--- src/rtl/nmac_port_arbiter.sv ---
// nmac_port_arbiter: round-robin merge of the per-port CRC-checked packet/valid FIFO pairs into
// one shared output packet/valid FIFO pair. Packets whose valid word is 1 are forwarded, packets
// whose valid word is 0 are drained. Per-block forward and drop counters saturate at 16'hFFFF.
module nmac_port_arbiter #(
  parameter int unsigned PORTS        = 4,
  parameter logic [7:0]  USEDW_THRESH = 8'd161
) (
  input  logic                 clk,
  input  logic                 reset,
  input  logic [PORTS*139-1:0] in_pkt_q,
  input  logic [PORTS-1:0]     in_pkt_empty,
  output logic [PORTS-1:0]     in_pkt_rdreq,
  input  logic [PORTS-1:0]     in_valid_q,
  input  logic [PORTS-1:0]     in_valid_empty,
  output logic [PORTS-1:0]     in_valid_rdreq,
  output logic                 out_pkt_wrreq,
  output logic [138:0]         out_pkt,
  input  logic [7:0]           out_pkt_usedw,
  output logic                 out_valid_wrreq,
  output logic                 out_valid,
  output logic [2:0]           grant,
  output logic [15:0]          fwd_cnt,
  output logic [15:0]          drop_cnt
);

  localparam logic [3:0] PortsW   = 4'(PORTS);
  localparam logic [2:0] LastPort = 3'(PORTS - 1);

  typedef enum logic [2:0] {StIdle, StSel, StXfer, StDrop, StDone} state_e;

  state_e           state_q, state_d;
  logic [2:0]       rr_ptr_q, rr_ptr_d;
  logic [2:0]       grant_q, grant_d;
  logic             fwd_q, fwd_d;  // valid word of the owned packet
  logic [PORTS-1:0] vrd_q, vrd_d;
  logic [138:0]     out_pkt_q, out_pkt_d;
  logic             out_pkt_wrreq_q, out_pkt_wrreq_d;
  logic             out_valid_wrreq_q, out_valid_wrreq_d;
  logic             out_valid_q, out_valid_d;
  logic [15:0]      fwd_cnt_q, fwd_cnt_d;
  logic [15:0]      drop_cnt_q, drop_cnt_d;
  logic [PORTS-1:0] pkt_rd;

  logic             win_found;
  logic [2:0]       win_idx;
  logic             win_vld;
  logic [3:0]       cand;
  logic [138:0]     head;
  logic             head_empty;

  // Round-robin search: first port with a non-empty valid FIFO at or after rr_ptr_q.
  always_comb begin
    win_found = 1'b0;
    win_idx   = '0;
    cand      = '0;
    for (int k = 0; k < int'(PORTS); k++) begin
      cand = {1'b0, rr_ptr_q} + 4'(k);
      if (cand >= PortsW) cand = cand - PortsW;
      for (int i = 0; i < int'(PORTS); i++) begin
        if (!win_found && (cand == 4'(i)) && !in_valid_empty[i]) begin
          win_found = 1'b1;
          win_idx   = 3'(i);
        end
      end
    end
  end

  // Per-port muxes: winner's valid word, and the granted packet FIFO head/empty.
  always_comb begin
    win_vld    = 1'b0;
    head       = '0;
    head_empty = 1'b1;
    for (int i = 0; i < int'(PORTS); i++) begin
      if (win_idx == 3'(i)) win_vld = in_valid_q[i];
      if (grant_q == 3'(i)) begin
        head       = in_pkt_q[139*i +: 139];
        head_empty = in_pkt_empty[i];
      end
    end
  end

  // Next-state logic and strobes.
  always_comb begin
    state_d           = state_q;
    rr_ptr_d          = rr_ptr_q;
    grant_d           = grant_q;
    fwd_d             = fwd_q;
    vrd_d             = '0;
    pkt_rd            = '0;
    out_pkt_d         = out_pkt_q;
    out_pkt_wrreq_d   = 1'b0;
    out_valid_wrreq_d = 1'b0;
    out_valid_d       = out_valid_q;
    fwd_cnt_d         = fwd_cnt_q;
    drop_cnt_d        = drop_cnt_q;
    unique case (state_q)
      StIdle: begin
        // Threshold gates only packets that will be forwarded; no skipping past a blocked winner.
        if (win_found && !(win_vld && (out_pkt_usedw >= USEDW_THRESH))) begin
          grant_d = win_idx;
          fwd_d   = win_vld;
          for (int i = 0; i < int'(PORTS); i++) vrd_d[i] = (win_idx == 3'(i));
          state_d = StSel;
        end
      end
      StSel: begin
        state_d = fwd_q ? StXfer : StDrop;
      end
      StXfer, StDrop: begin
        if (!head_empty) begin
          for (int i = 0; i < int'(PORTS); i++) pkt_rd[i] = (grant_q == 3'(i));
          if (state_q == StXfer) begin
            out_pkt_d       = head;
            out_pkt_wrreq_d = 1'b1;
          end
          // 110 tail or 111 single-word ends the packet.
          if (head[138:137] == 2'b11) state_d = StDone;
        end
      end
      StDone: begin
        if (fwd_q) begin
          out_valid_wrreq_d = 1'b1;
          out_valid_d       = 1'b1;
          if (fwd_cnt_q != 16'hFFFF) fwd_cnt_d = fwd_cnt_q + 16'd1;
        end else begin
          if (drop_cnt_q != 16'hFFFF) drop_cnt_d = drop_cnt_q + 16'd1;
        end
        rr_ptr_d = (grant_q == LastPort) ? 3'd0 : grant_q + 3'd1;
        grant_d  = '0;
        state_d  = StIdle;
      end
      default: state_d = StIdle;
    endcase
  end

  // State and output registers with synchronous reset.
  always_ff @(posedge clk) begin
    if (reset) begin
      state_q           <= StIdle;
      rr_ptr_q          <= '0;
      grant_q           <= '0;
      fwd_q             <= 1'b0;
      vrd_q             <= '0;
      out_pkt_q         <= '0;
      out_pkt_wrreq_q   <= 1'b0;
      out_valid_wrreq_q <= 1'b0;
      out_valid_q       <= 1'b0;
      fwd_cnt_q         <= '0;
      drop_cnt_q        <= '0;
    end else begin
      state_q           <= state_d;
      rr_ptr_q          <= rr_ptr_d;
      grant_q           <= grant_d;
      fwd_q             <= fwd_d;
      vrd_q             <= vrd_d;
      out_pkt_q         <= out_pkt_d;
      out_pkt_wrreq_q   <= out_pkt_wrreq_d;
      out_valid_wrreq_q <= out_valid_wrreq_d;
      out_valid_q       <= out_valid_d;
      fwd_cnt_q         <= fwd_cnt_d;
      drop_cnt_q        <= drop_cnt_d;
    end
  end

  assign in_pkt_rdreq    = pkt_rd;
  assign in_valid_rdreq  = vrd_q;
  assign out_pkt_wrreq   = out_pkt_wrreq_q;
  assign out_pkt         = out_pkt_q;
  assign out_valid_wrreq = out_valid_wrreq_q;
  assign out_valid       = out_valid_q;
  assign grant           = grant_q;
  assign fwd_cnt         = fwd_cnt_q;
  assign drop_cnt        = drop_cnt_q;

endmodule

--- config.mk ---
export PLATFORM = sky130hd
export DESIGN_NAME = nmac_port_arbiter
export DESIGN_NICKNAME = d
export VERILOG_FILES = /design/src/rtl/nmac_port_arbiter.sv
export SDC_FILE = /design/constraint.sdc
export NUM_CORES = 1
export LEC_CHECK = 0
export BUFFER_PORTS_ARGS = -buffer_cell sky130_fd_sc_hd__buf_2
export CAP_MARGIN = 40
export CORE_AREA = 2 2 296 298
export DETAILED_ROUTE_END_ITERATION = 7
export DIE_AREA = 0 0 298 300
export GPL_TIMING_DRIVEN = 0
export SYNTH_ARGS = -nofsm -noshare
export SYNTH_HDL_FRONTEND = slang
export SYNTH_SLANG_ARGS = --single-unit
--- constraint.sdc ---
create_clock -name clk -period 5.5 [get_ports clk]
set_clock_uncertainty 0.15 [all_clocks]
set_input_delay 0.275 -clock clk [delete_from_list [all_inputs] [get_ports clk]]
set_output_delay 0.275 -clock clk [all_outputs]
set_load 0.02 [all_outputs]
==> flow_summary.ini, run 1 <==
[sta]
hold_slack_ns = 0.03914
tightest_slew_ns = 1.101
hold_violations = 0
period_minus_slack_ns = 4.036
max_freq_mhz = 247.8
final.period_utilization_pct = 73.39
setup_viol = 0
rsz0062_at_grt = no
slew_headroom_pct = 25.84
slew_violations = 0

[floorplanning]
core_area_um2 = 86210
io_pins = 763
die_area_um2 = 89400
die_w_um = 298
start_util_pct = 13.77
rows = 108
die_h_um = 300

[cts]
cts_root_buffer = clkbuf_16
ctsLongestPathBuffers = 2
cts_buffers = 17
postCtsResizedCells = 0
path_clk_slew_ns = 0.08
post-cts-setup-buffers = 0
htree_levels = 4
cts_tree = yes
cts-hold-fix-buffers = 80
clk_latency_ns = 0.49
cts.sinks = 186

[drt]
wl_mm = 82.17
vias_per_cell = 4.227
dr.pass1.iters = 5
drt_iter0_drc = 1064
num_vias = 15810
wl_per_cell_um = 21.97
antenna_left = 0
route.detailed.drc = 0

[job]
maxCapViolCount = 0

[worst_setup_path]
crit_path_start_kind = flip-flop
rr_startpoint = grant[0]
critPathKind = flip-flop to flip-flop
critPathRequiredTime_ns = 5.76
arrival_ns = 4.29
reg2regPathDepth = 8
r2r_slack_ns = 1.46
worst-path-max-fanout = 10
reg2reg_to = out_pkt[41]
endpoint_kind = flip-flop

[synth]
syn_nets = 2269
synthCells = 1684
synth_cell_types = 64
synth-main-ff-cell = dfxtp_1
yosysWarnings = 0
ys_async_sr_fraction_pct = 0
syn_area_um2 = 11870
synth-seq-cells = 186
synth-edff-count = 0
yosysSeqAreaShare_pct = 31.38
syn_area_per_cell_um2 = 7.047

[place]
portBuffers = 760
gp_congestion = 0.9824
hpwl_mm = 69.63

[grt]
grt-ovfl-total = 0
grtUsageTotal_pct = 17.74
grt_max_degree = 18
antenna_found_initial = 14
grt_pass1_vias = 15860
grt_first_pass_wirelength_mm = 113.1

[hold_path]
hold-path-endpoint = out_pkt[99]
holdCritPathClass = input pin to flip-flop
hold_start = in_pkt_q[516]
hold_depth = 3

[cells_and_area]
syn_to_final_growth_pct = 58.52
num-nets-final = 3149
drive_gt1_share_pct = 33.76
nFillCells = 9967

[power_and_ir_drop]
p_int_uw = 2939
p_total_uw = 5237
clock_power_share_pct = 24.9
p_leak_uw = 0.008125
p_comb_share_pct = 44.8
p_sw_uw = 2298
power_density_nw_per_um2 = 278.4
seqPwrFrac_pct = 30.3
switching_share_pct = 43.88
ir_worst_vdd_mv = 0.2170

[status]
outcome = completed
[worst max-delay path, stage by stage (launching register included)]
cell and delay [ns]:
dfxtp_1 0.45, ha_1 0.20, buf_2 0.32, clkbuf_1 0.59, clkbuf_1 0.58, a21oi_1 0.12, o21ai_0 0.88, mux2i_1 0.34
a211oi_1 0.29
[placed cells by master (no fill, tap or decap), types with 4 or more instances in the layout]
master,count
buf_2,788
nor2_1,319
nand2_1,300
dfxtp_1,186
a21oi_1,154
o21ai_0,148
mux2i_1,142
a211oi_1,141
clkbuf_1,96
dlygate4sd3_1,80
xor2_1,17
clkbuf_16,17
buf_6,15
buf_1,13
buf_8,12
inv_1,10
diode_2,8
nand4_1,8
or3_1,7
ha_1,7
nand3_1,6
xnor2_1,6
nand2b_1,5
and2_1,5
nor2b_1,5
nor3_1,5
buf_4,4
and3_1,4
inv_6,4
[power by group through the flow]
stage	Sequential, µW	Clock [µW]	Combinational [µW]
after floorplan	1790	0	987
after global placement	1610	0	2280
after detailed placement	1620	0	2320
after CTS	1580	1350	2370
after global routing	1600	1390	2550
final	1590	1310	2340
[per-stage QoR]
step	TNS, ns	utilization (%)	setup WS (ns)	area (µm²)	cells
after floorplan	0	-	2.813	11870	1684
after global placement	-0.08275	19.85	-0.08275	17120	3599
after detailed placement	0	20.19	1.238	17410	3620
after CTS	0	21.80	1.227	18790	3732
after global routing	0	21.81	1.038	18800	3736
final	0	21.82	1.464	18810	3740
[cell type report]
| type | count | area [µm²] | share of cell area, % |
|---|---|---|---|
| clock buffer | 19 | 452.9 | 2.408 |
| timing repair buffer | 861 | 4892 | 26.00 |
| multi-input combinational | 1338 | 7431 | 39.50 |
| antenna | 8 | 20.02 | 0.1064 |
| sequential | 186 | 3724 | 19.79 |
| inverter | 10 | 37.54 | 0.1995 |
| clock inverter | 13 | 132.6 | 0.7050 |
| tap | 1155 | 1445 | 7.682 |
| buffer | 150 | 678.2 | 3.605 |
[cell usage after synthesis, types with 9 or more instances]
master,instances,share of area [%]
nand2_1,300,9.5
a21oi_1,154,6.5
dfxtp_1,186,31
inv_1,10,0.32
buf_2,27,1.1
xor2_1,17,1.3
o21ai_0,148,6.2
a211oi_1,141,8.9
nor2_1,319,10
mux2i_1,142,12
buf_6,9,0.85
buf_1,13,0.41
clkbuf_1,98,3.1
[worst max path at each step]
stage / start / endpoint / slack, ns / depth (start not counted)
detailed placement: grant[0] / out_pkt[47] / 1.24 / 11
floorplan: rr_ptr_q[0] / in_valid_rdreq[3] / 2.81 / 10
finish: grant[0] / out_pkt[41] / 1.46 / 8
CTS: grant[0] / out_pkt[47] / 1.23 / 11
global placement: grant[0] / out_pkt[47] / -0.08 / 10
global route: grant[0] / out_pkt[47] / 1.04 / 11
[cell families (layout without fill, tap and decap cells)]
| logic type | after synthesis | in the layout | share of synthesized area (%) |
|---|---|---|---|
| AND/OR/NAND/NOR | 691 | 691 | 23.93 |
| AO/OA/AOI/OAI | 472 | 472 | 24.08 |
| flip-flops | 186 | 186 | 31.38 |
| buffers and inverters | 160 | 1053 | 6.010 |
| multiplexers | 143 | 143 | 12.10 |
| XOR/XNOR | 23 | 23 | 1.697 |
| adder cells (fa/ha/maj) | 7 | 7 | 0.7380 |
| other | 2 | 10 | 0.06328 |
[flip-flops by register name (all words and copies together) (netlist names)]
| name | count |
|---|---|
| drop_cnt | 16 |
| fwd_cnt | 16 |
| fwd_q | 1 |
| grant | 2 |
| in_valid_rdreq | 4 |
| out_pkt | 139 |
| out_pkt_wrreq | 1 |
| out_valid | 1 |
| out_valid_wrreq | 1 |
| rr_ptr_q | 2 |
| state_q | 3 |
[layer usage]
layer / routed length (µm) / up-vias / track usage, %
li1: - / 7586 / -
met1: 34640 / 7431 / 21.65
met2: 38970 / 675 / 30.24
met3: 5456 / 106 / 3.794
met4: 3045 / 10 / 7.239
met5: 57 / - / 0
(Power assumes the default switching activity.)
==> inputs of run 2 (changes only) <==
--- a/config.mk
+++ b/config.mk
@@ -5,11 +5,12 @@
 export SDC_FILE = /design/constraint.sdc
 export NUM_CORES = 1
 export LEC_CHECK = 0
+export ABC_AREA = 1
 export BUFFER_PORTS_ARGS = -buffer_cell sky130_fd_sc_hd__buf_2
 export CAP_MARGIN = 40
-export CORE_AREA = 2 2 296 298
+export CORE_AREA = 2 2 294 296
 export DETAILED_ROUTE_END_ITERATION = 7
-export DIE_AREA = 0 0 298 300
+export DIE_AREA = 0 0 296 298
 export GPL_TIMING_DRIVEN = 0
 export SYNTH_ARGS = -nofsm -noshare
 export SYNTH_HDL_FRONTEND = slang
==> constraint.sdc (replaced) <==
create_clock -name clk -period 3.94 [get_ports clk]
set_clock_uncertainty 0.15 [all_clocks]
set_input_delay 0.197 -clock clk [delete_from_list [all_inputs] [get_ports clk]]
set_output_delay 0.197 -clock clk [all_outputs]
set_load 0.02 [all_outputs]
==> flow_summary.ini, run 2 <==
[status]
outcome = completed

[job]
maxCapViolCount = 0

[drt]
dr.pass1.iters = 6
vias_per_cell = 4.506
wl_per_cell_um = 24.46
antenna_left = 0
wl_mm = 89.74
num_vias = 16530
route.detailed.drc = 0
drt_iter0_drc = 1341

[sta]
max_freq_mhz = 262.4
final.period_utilization_pct = 96.74
tightest_slew_ns = 1.073
hold_slack_ns = 0.02293
setup_viol = 0
hold_violations = 0
slew_violations = 0
period_minus_slack_ns = 3.812
slew_headroom_pct = 28.50
rsz0062_at_grt = no

[grt]
antenna_found_initial = 43
grt-ovfl-total = 0
grt_first_pass_wirelength_mm = 118.0
grt_max_degree = 19
grtUsageTotal_pct = 19.36
grt_pass1_vias = 15630

[cells_and_area]
final_util_pct = 21.87
largest_register_ffs = 139
fin_cells = 3669
layout_common_cells = buf_2 (761), o21ai_0 (433), dfxtp_1 (186)
syn_to_final_growth_pct = 77.51
num-nets-final = 3076
final_common_cell = buf_2
nFillCells = 9745
drive_gt1_share_pct = 34.50

[floorplanning]
start_util_pct = 12.32
io_pins = 763
core_area_um2 = 84880
die_h_um = 298
die_area_um2 = 88210
rows = 107
die_w_um = 296

[synth]
ys_async_sr_fraction_pct = 0
synth.top_cell.area_share_pct = 35.62
synth_cell_types = 44
syn_nets = 2084
yosysSeqAreaShare_pct = 35.62
yosysWarnings = 0
syn_area_um2 = 10460
yosys-top-cells-area = dfxtp_1 (36%), o21ai_0 (21%), a221oi_1 (11%)
synthCells = 1499
syn_area_per_cell_um2 = 6.975
synth_common_cells = o21ai_0 (436), nor2_1 (187), dfxtp_1 (186)
synth-edff-count = 0
synth-seq-cells = 186
yosys.area.top_type = dfxtp_1
synth-main-ff-cell = dfxtp_1
synth.most_common_cell = o21ai_0

[cts]
clk_latency_ns = 0.48
cts_buffers = 17
path_clk_slew_ns = 0.10
cts_tree = yes
htree_levels = 4
cts.sinks = 186
post-cts-setup-buffers = 0
ctsLongestPathBuffers = 2
cts_root_buffer = clkbuf_16

[worst_setup_path]
crit_path_start_kind = flip-flop
endpoint_kind = flip-flop
max_stage_delay_ns = 0.58
r2r_slack_ns = 0.13
reg2regPathDepth = 11
critPathKind = flip-flop to flip-flop
critPathRequiredTime_ns = 4.22
worst-path-max-fanout = 10
crit_family = buffers and inverters
path_cells = inv_1 -> ha_1 -> clkbuf_1 -> nor2_2 -> clkbuf_4 -> clkbuf_1 -> a221oi_1 -> o21ai_0 -> o21ai_0 -> dlygate4sd3_1 -> a21oi_1
reg2reg_to = out_pkt[59]
cp_num_buf_inv = 5
arrival_ns = 4.10
rr_startpoint = grant[1]
crit_slowest_cell = dlygate4sd3_1

[power_and_ir_drop]
p_comb_share_pct = 60.1
p_int_uw = 5395
p_leak_uw = 0.008198
power_density_nw_per_um2 = 583.3
seqPwrFrac_pct = 22.5
p_sw_uw = 5430
switching_share_pct = 50.16
clock_power_share_pct = 17.4
ir_worst_vdd_mv = 0.2652

[place]
dp.cells = 3432
hpwl_mm = 74.28
gp_congestion = 0.9920
portBuffers = 760

[hold_path]
holdCritPathClass = input pin to flip-flop
hold-path-endpoint = out_pkt[79]
hold_depth = 3
hold_start = in_pkt_q[496]
## run 2: cell types whose count changed after synthesis, sizes merged, moves of 21 or more
cell,delta
a211oi,-141
nand3,+21
inv,+62
mux2i,-142
a221oi,+135
nand2,-240
nor2,-128
o21ai,+291
clkbuf,+36
buf,-44
## run 2: timing repair
item                                    in CTS  in global routing
hold buffers                               185                  0
endpoints found under the setup margin      61                 50
resized for setup                            5                 12
cloned                                       0                  0
endpoints found under the hold margin      128                  0
## run 2: layer usage
layer	vias to the layer above	routed length (µm)	share of wire (%)	global-route usage, %
met5	-	124	0.14	0
met4	18	5227	5.8	9.644
met3	217	9350	10	6.871
met2	1026	39130	44	30.60
met1	7783	35910	40	23.07
li1	7489	-	-	-
## run 2: final cells by class
| type | instances | area [µm²] | share of cell area [%] |
|---|---|---|---|
| antenna | 21 | 52.55 | 0.2832 |
| sequential | 186 | 3724 | 20.06 |
| clock inverter | 14 | 158.9 | 0.8562 |
| timing repair buffer | 974 | 6007 | 32.37 |
| clock buffer | 18 | 429.2 | 2.312 |
| tap | 1144 | 1431 | 7.713 |
| inverter | 76 | 286.5 | 1.544 |
| buffer | 141 | 560.5 | 3.020 |
| multi-input combinational | 1095 | 5909 | 31.84 |
## run 2: how the worst max path moves through the flow
stage,slack [ns],start,to,depth (start not counted)
2_1_floorplan,1.16,grant[1],out_pkt[0],13
3_3_place_gp,-2.65,grant[0],out_pkt[131],8
3_5_place_dp,-0.42,grant[0],out_pkt[134],12
4_1_cts,0.03,grant[1],out_pkt[35],11
5_1_grt,0.04,grant[1],out_pkt[127],15
6_report,0.13,grant[1],out_pkt[59],11
## run 2: through the flow
step                      power, µW  area (µm²)  setup WS, ns  setup TNS, ns
after floorplan                5360       10460         1.158              0
after global placement         8109       15690        -2.651        -219.65
after detailed placement       8319       16050       -0.4183         -8.727
after CTS                     10810       18500       0.02894              0
after global routing          11430       18550       0.03783              0
final                         10820       18560        0.1283              0
## run 2: worst register-to-register path, delay by kind of cell (launching register included)
kind                     cells  cell delay [ns]
adder cells (fa/ha/maj)      1             0.18
AND/OR/NAND/NOR              1             0.31
flip-flops                   1             0.43
AO/OA/AOI/OAI                4             0.74
buffers and inverters        5             1.97
## run 2: kinds of logic (layout without fill, tap and decap cells)
logic type / count (synthesis) / after routing / synth area share (%)
fa+ha+maj: 7 / 7 / 0.8377
other cells: 2 / 23 / 0.07183
simple gates: 328 / 328 / 13.86
compound gates: 757 / 757 / 41.62
xor+xnor: 1 / 1 / 0.08379
buf+inv: 218 / 1223 / 7.910
flops: 186 / 186 / 35.62
## run 2: power by group through the flow
stage,Clock [µW],Sequential [µW],Combinational (µW)
final,1880,2430,6510
after global routing,1990,2470,6970
after CTS,1960,2420,6420
after detailed placement,0,2470,5850
after global placement,0,2450,5650
after floorplan,0,2870,2490
==> inputs of run 3 (changes only) <==
--- a/config.mk
+++ b/config.mk
@@ -5,12 +5,11 @@
 export SDC_FILE = /design/constraint.sdc
 export NUM_CORES = 1
 export LEC_CHECK = 0
-export ABC_AREA = 1
 export BUFFER_PORTS_ARGS = -buffer_cell sky130_fd_sc_hd__buf_2
 export CAP_MARGIN = 40
-export CORE_AREA = 2 2 294 296
+export CORE_AREA = 2 2 296 298
 export DETAILED_ROUTE_END_ITERATION = 7
-export DIE_AREA = 0 0 296 298
+export DIE_AREA = 0 0 298 300
 export GPL_TIMING_DRIVEN = 0
 export SYNTH_ARGS = -nofsm -noshare
 export SYNTH_HDL_FRONTEND = slang
==> constraint.sdc (replaced) <==
create_clock -name clk -period 3.94 [get_ports clk]
set_clock_uncertainty 0.15 [all_clocks]
set_input_delay 0.788 -clock clk [delete_from_list [all_inputs] [get_ports clk]]
set_output_delay 0.788 -clock clk [all_outputs]
set_load 0.02 [all_outputs]
==> flow_summary.ini, run 3 (synthesis results as in run 1) <==
[drt]
top_layer = met5
route.met3.wl_mm = 5.464
num_vias = 15530
vias_per_cell = 4.241
drt_iter0_drc = 1029
wl_mm = 81.41
route.detailed.drc = 0
wl_per_cell_um = 22.24
antenna_left = 0
met1Wirelength_mm = 34.27
met2_wirelength_mm = 38.60
dr.pass1.iters = 6

[cts]
ctsLongestPathBuffers = 2
cts_buffers = 17
htree_levels = 4
cts.sinks = 186
cts-hold-fix-buffers = 0
cts_root_buffer = clkbuf_16
clk_latency_ns = 0.49
cts_tree = yes
path_clk_slew_ns = 0.08

[grt]
grtUsageTotal_pct = 17.60
grt_max_degree = 18
antenna_found_initial = 13
grt_pass1_vias = 15450
grt_first_pass_wirelength_mm = 111.8
grt-ovfl-total = 0

[power_and_ir_drop]
ir_worst_vdd_mv = 0.3008
p_leak_uw = 0.007799
power_density_nw_per_um2 = 401.8
p_total_uw = 7243

[cells_and_area]
largest_register_ffs = 139
final_common_cell = buf_2
final_util_pct = 20.91
num-nets-final = 3068
drive_gt1_share_pct = 35.02
nFillCells = 10030
syn_to_final_growth_pct = 51.89
layout_common_cells = buf_2 (787), nor2_1 (319), nand2_1 (300)

[worst_setup_path]
critPathRequiredTime_ns = 4.20
critPathKind = flip-flop to flip-flop
crit_path_start_kind = flip-flop
endpoint_kind = flip-flop
arrival_ns = 4.16
worst-path-max-fanout = 10

[place]
gp_congestion = 0.9824
place_ws_ns = -0.3225
hpwl_mm = 69.63
portBuffers = 760

[floorplanning]
core_area_um2 = 86210
die_area_um2 = 89400
die_h_um = 300
start_util_pct = 13.77
io_pins = 763
die_w_um = 298
rows = 108

[sta]
slew_headroom_pct = 25.69
setup_viol = 0
rsz0062_at_grt = yes
tightest_slew_ns = 1.103
timing.final.ws_setup_ns = 0.03272
slew_violations = 0
hold_slack_ns = 0.3452
final.period_utilization_pct = 99.17
hold_violations = 0
period_minus_slack_ns = 3.907
max_freq_mhz = 255.9

[status]
outcome = completed

[job]
maxCapViolCount = 0

[hold_path]
holdCritPathClass = flip-flop to flip-flop
[run 3: cell count changes in the layout (fill, tap and decap cells not counted), moves of 26 or more]
cell           before  now
o21ai_0           433  147
inv_1              70   10
a211oi_1            1  141
a221oi_1          137    2
nor2_1            185  319
dlygate4sd3_1     185    0
buf_2             761  787
clkbuf_1          121   92
mux2i_1             0  142
nand2_1            54  300
[run 3: critical path, cell delays in order, from the launching register on]
cell and delay [ns]:
dfxtp_1 0.47, ha_1 0.21, buf_2 0.32, clkbuf_2 0.42, clkbuf_1 0.59, a21oi_1 0.12
o21ai_0 0.88, mux2i_1 0.34, a211oi_1 0.29
[run 3: layer usage]
layer	GRT usage [%]	up-vias
li1	-	7425
met1	21.47	7286
met2	30.01	707
met3	3.830	100
met4	7.083	10
met5	0	-
[run 3: layout make-up]
class	count	area, µm²	area share [%]
Antenna cell	10	25.02	0.1388
Buffer	149	686.9	3.811
Clock buffer	19	452.9	2.513
Clock inverter	13	132.6	0.7358
Inverter	10	37.54	0.2082
Multi-Input combinational cell	1338	7431	41.22
Sequential cell	186	3724	20.66
Tap cell	1155	1445	8.017
Timing Repair Buffer	781	4091	22.70
[run 3: through the flow]
step / cell area (µm²) / TNS (ns) / cells
floorplan: 11870 / 0 / 1684
global placement: 17120 / -28.63 / 3599
detailed placement: 17410 / -1.242 / 3620
CTS: 17990 / 0 / 3651
global route: 18010 / -0.02835 / 3656
finish: 18030 / 0 / 3661
[run 3: what timing repair did]
item / CTS / global route
endpoints found under the hold margin: 0 / 0
endpoints found under the setup margin: 25 / 20
setup buffers: 0 / 0
resized for setup: 3 / 8
[run 3: path summary, 6_finish.rpt]
path              cells after the start      endpoint    startpoint  slack (ns)
setup / recovery                      8   out_pkt[41]      grant[0]        0.03
setup reg to reg                      8   out_pkt[41]      grant[0]        0.03
hold reg to reg                       2  out_pkt[120]  out_pkt[120]        0.35
hold / removal                        2  out_pkt[120]  out_pkt[120]        0.35
[run 3: power by group]
part	internal (µW)	switching, µW	leakage [µW]
Sequential	2090	119	0.00151
Clock	920	896	0.000289
Combinational	1040	2170	0.00600
